<file path="src/rtl/priority_arbiter_param_pkg.sv">
// Shared constants for the parametrised requester-select arbiter.
// Mode values select fixed priority or round-robin at elaboration.
package priority_arbiter_param_pkg;

   localparam int PA_MODE_FIXED = 0;
   localparam int PA_MODE_RR    = 1;

endpackage

</file>
<file path="src/rtl/priority_arbiter_param_pick.sv">
// Combinational pick of the first set request searching downward from ptr, wrapping 0 -> N-1.
// Zero latency; no handshake of its own.
module pa_rotate_pick #(
   parameter int N = 8,
   parameter int W = 3
) (
   input  logic [N-1:0] req,
   input  logic [W-1:0] ptr,
   output logic [W-1:0] idx,
   output logic         any_req
);

   logic [N-1:0] rot;
   int           p;
   int           src;
   int           pk;
   int           res;

   // rot[N-1] is req[ptr], rot[N-2] is req[ptr-1] and so on, so a plain
   // highest-bit pick on rot yields the first hit of the downward search.
   always_comb begin
      rot = '0;
      p   = int'(ptr);
      src = 0;
      pk  = 0;
      res = 0;
      for (int k = 0; k < N; k++) begin
         src = p - (N - 1 - k);
         if (src < 0) src = src + N;
         rot[k] = req[src[W-1:0]];
      end
      for (int k = 0; k < N; k++) begin
         if (rot[k]) pk = k;
      end
      res = p - (N - 1 - pk);
      if (res < 0) res = res + N;
      idx = res[W-1:0];
   end

   assign any_req = |req;

endmodule

</file>
<file path="src/rtl/priority_arbiter_param.sv">
// Registered N-way arbiter (fixed highest-index or round-robin); 1 cycle req to grant.
// Grant slot holds while gnt_valid && !gnt_ready; req and pointer are ignored meanwhile.
module priority_arbiter_param
   import priority_arbiter_param_pkg::*;
#(
   parameter  int N       = 8,
   parameter  int RR_MODE = 0,
   localparam int W       = $clog2(N)
) (
   input  logic         clk,
   input  logic         rst,
   input  logic [N-1:0] req,
   input  logic         gnt_ready,
   output logic         gnt_valid,
   output logic [W-1:0] gnt_idx,
   output logic [N-1:0] gnt_onehot
);

   localparam logic [W-1:0] PTR_TOP = W'(N - 1);

   logic [W-1:0] ptr;
   logic [W-1:0] search_ptr;
   logic [W-1:0] win;
   logic [N-1:0] win_onehot;
   logic         any_req;
   logic         free;

   assign free       = !gnt_valid || gnt_ready;
   assign search_ptr = (RR_MODE == PA_MODE_RR) ? ptr : PTR_TOP;
   assign win_onehot = {{(N-1){1'b0}}, 1'b1} << win;

   pa_rotate_pick #(.N(N), .W(W)) u_pick (
      .req     (req),
      .ptr     (search_ptr),
      .idx     (win),
      .any_req (any_req)
   );

   always_ff @(posedge clk or posedge rst) begin
      if (rst) begin
         gnt_valid  <= 1'b0;
         gnt_idx    <= '0;
         gnt_onehot <= '0;
         ptr        <= PTR_TOP;
      end else if (free) begin
         if (any_req) begin
            gnt_valid  <= 1'b1;
            gnt_idx    <= win;
            gnt_onehot <= win_onehot;
            // Just-granted line drops to lowest priority; explicit wrap keeps ptr < N.
            if (RR_MODE == PA_MODE_RR)
               ptr <= (win == '0) ? PTR_TOP : win - W'(1);
         end else begin
            gnt_valid  <= 1'b0;
            gnt_idx    <= '0;
            gnt_onehot <= '0;
         end
      end
   end

endmodule

</file>
<file path="config.mk">
export PLATFORM = sky130hd
export DESIGN_NAME = priority_arbiter_param
export DESIGN_NICKNAME = d
export VERILOG_FILES = /design/src/rtl/priority_arbiter_param_pkg.sv /design/src/rtl/priority_arbiter_param_pick.sv /design/src/rtl/priority_arbiter_param.sv
export SDC_FILE = /design/constraint.sdc
export NUM_CORES = 1
export LEC_CHECK = 0
export ABC_AREA = 0
export CAP_MARGIN = 20
export CORE_AREA = 5 5 45 47
export DETAILED_ROUTE_END_ITERATION = 6
export DIE_AREA = 0 0 50 52
export PLACE_DENSITY = 0.77
export SYNTH_ARGS = -nofsm -noshare
export SYNTH_HDL_FRONTEND = slang
export SYNTH_SLANG_ARGS = --single-unit
</file>
<file path="constraint.sdc">
create_clock -name clk -period 1.22 [get_ports clk]
set_input_delay 0.366 -clock clk [delete_from_list [all_inputs] [get_ports clk]]
set_output_delay 0.366 -clock clk [all_outputs]
set_load 0.01 [all_outputs]
</file>
==> flow_summary_export.csv <==
group,metric,value,unit
run_status,status,"finished, violations left",
run_status,violations,"negative setup slack",
clock_network,cts_num_sinks,12,
global_routing,grt_usage,0.130,
timing,setup_violations,2,
drt,antenna_left,0,
placement,post-dp-hpwl,1090,microns
global_routing,grt_pass1_wl,2610,microns
timing,fin_ws,-0.0151,ns
die,fp.coreArea,1610,sq um
die,ios,23,
layout,diodes,0,
placement,port_buffers,22,
timing,worst_slew_pin_slew,0.282,ns
logic_synthesis,yosys_register_bits,12,
critical_path,crit_required,1.40,ns
timing,post-route-period-util,1.01,
logic_synthesis,synthFlopType,"dfrtp_1",
logic_synthesis,syn_area_per_cell,10.5,sq um
timing,max_freq,810,MHz
logic_synthesis,syn-cell-area,547,sq um
timing,drv_slew,0,
global_routing,grt_pass1_vias,570,
timing,final.setup_skew,0.00587,ns
placement,dpl_worst_slack,-0.689,ns
timing,min_period,1.24,ns
logic_synthesis,synth_seq_area_share,0.549,
die,rows,15,
clock_network,cts_buffers,3,
timing,rsz0062_at_grt,"true",
power_and_ir_drop,p_leak,0.496,nW
global_routing,gr-total-overflow,0,
timing,timing.setup.tns,-0.0174,ns
drt,viasPerCell,4.98,
critical_path,crit_arrival,1.42,ns
logic_synthesis,post-synth-top-count-cell,"dfrtp_1",
drt,drt-met1-wl,688,microns
critical_path,crit_path_top_delay_cell,"or4_4",
drt,highest_layer,"met4",
power_and_ir_drop,ir_drop,0.554,mV
logic_synthesis,ys_warn_count,0,
die,start_util,0.339,
drt,drt_drc_violations_left,0,
drt,vias,563,
timing,finalHoldViolCount,0,
drt,wl,1640,microns
power_and_ir_drop,comb_power_share,0.215,
layout,area_growth,70.5,%
logic_synthesis,synthCells,52,
die,die_h,52,microns
timing,relSlewSlack,0.809,
die,die_x,50,microns
power_and_ir_drop,swShare,0.258,
power_and_ir_drop,finalPower,0.842,mW
placement,gp_congestion,0.774,
logic_synthesis,ys_async_sr_fraction,1.00,
drt,wl_met3,112,microns
die,die_area,2600,sq um
power_and_ir_drop,power_frac_clock,0.282,
drt,wl_per_cell,14.5,microns
critical_path,worstSetupStartpointType,"input pin",
layout,drive_gt1_frac,0.542,
critical_path,path_class,"in2reg",
clock_network,cts.clk_slew.worst_paths,0.07,ns
critical_path,crit_chain,"buf_6, or4_4, nor2_4, nand3b_4, o31ai_4",
critical_path,critPathMaxFanout,2,
clock_network,clk_path_buf_depth,2,
drt,dr.pass1.iters,4,
power_and_ir_drop,power_frac_seq,0.503,
global_routing,grt_max_degree,13,
drt,drtIter0Drc,15,
power_and_ir_drop,powerDensity,904,nW/um^2
logic_synthesis,syn_nets,63,
logic_synthesis,yosys-top-cells-area,"dfrtp_1, mux2_2, nand2_1, o31ai_1, inv_1",
logic_synthesis,yosys.area.top_type,"dfrtp_1",
critical_path,end_kind,"flip-flop",
layout,nNetsFinal,109,
logic_synthesis,synthTopCellsByCount,"dfrtp_1, nand2_1, inv_1",
clock_network,tritoncts,"built",
global_routing,antenna_found_initial,0,
logic_synthesis,synth_cell_types,20,
min_path,hp-class,"in2async",
drt,wl_met2,830,microns
power_and_ir_drop,netSwitchingPower,0.217,mW
clock_network,clk_latency,0.27,ns
flow_run,drv_cap,0,
logic_synthesis,synth_top_area_frac,0.549,
power_and_ir_drop,intPower,0.625,mW
logic_synthesis,synth_edf_count,0,
clock_network,root_buffer,"clkbuf_4",
critical_path,cpPeakStageDelay,0.54,ns
clock_network,cts_max_level,1,
layout by cell type (no fill, tap or decap), types with 2 or more instances in the layout:
| cell | instances |
|---|---|
| nor2_4 | 2 |
| buf_6 | 2 |
| buf_4 | 19 |
| mux2_2 | 3 |
| clkbuf_4 | 3 |
| dlygate4sd2_1 | 4 |
| nor2_1 | 3 |
| nand3_1 | 2 |
| clkdlybuf4s50_1 | 2 |
| buf_2 | 15 |
| dfrtp_1 | 12 |
| inv_1 | 5 |
| o31ai_1 | 2 |
| nand2_1 | 6 |
| a21oi_1 | 2 |
cell families after synthesis:
group,Yosys count,synth area share
DFF,12,0.549
and+or+nand+nor,18,0.185
muxes,3,0.0618
buffers and inverters,7,0.0503
AOI/OAI and AO/OA,12,0.153
power by group through the flow:
stage               logic (mW)  clock network (mW)  registers (mW)
floorplan               0.0580                   0           0.442
global route             0.197               0.261           0.426
detailed placement       0.177                   0           0.433
finish                   0.181               0.238           0.424
CTS                      0.171               0.241           0.424
global placement         0.175                   0           0.432
repair_timing:
| action | 4_1_cts | 5_1_grt |
|---|---|---|
| hold buffers | 0 | 0 |
| pin swaps | 5 | 3 |
| gates cloned | 1 | 0 |
| buffers inserted | 6 | 3 |
| setup endpoints to repair | 24 | 4 |
| gates resized for setup | 76 | 4 |
per-layer routing:
metal  track usage  vias to the layer above
met5             0                        -
met4        0.0393                        0
met3        0.0430                        2
met2         0.205                       21
met1         0.167                      270
li1              -                      270
state kept, by name, indices dropped and copies added, names as in the netlist:
register	flops
gnt_valid	1
gnt_idx	3
gnt_onehot	8
worst max-delay path, delay by kind of cell:
kind | cells | cell delay, ns
compound gates | 1 | 0.18
simple gates | 3 | 0.78
buf+inv | 1 | 0.09
final timing paths:
kind	from	cells after the start	slack [ns]	endpoint
hold reg to reg	gnt_onehot[5]	2	0.50	gnt_onehot[5]
setup / recovery	req[7]	5	-0.02	gnt_onehot[0]
setup reg to reg	gnt_valid	4	0.02	gnt_idx[0]
hold / removal	rst	3	0.38	gnt_onehot[1]
min in group clk	req[7]	3	0.39	gnt_onehot[6]
max in group asynchronous	rst	3	0.68	gnt_valid
cell type report:
type,instances,area [sq um]
clock buffers,3,22.5
fillers,142,682
inverters,5,18.8
multi-input cells,34,274
flip-flops and latches,12,300
well taps,17,21.3
repair buffers,42,295
per-stage QoR:
stage          std cells  area, sq um  utilization  hold slack, ns
3_3_place_gp         100          862        0.534           0.461
3_5_place_dp         100          862        0.534           0.474
4_1_cts              110          892        0.553           0.392
6_report             113          932        0.578           0.382
5_1_grt              113          932        0.578           0.398
2_1_floorplan         52          557            -           0.231
No activity file was read; power rests on OpenSTA's default activity.
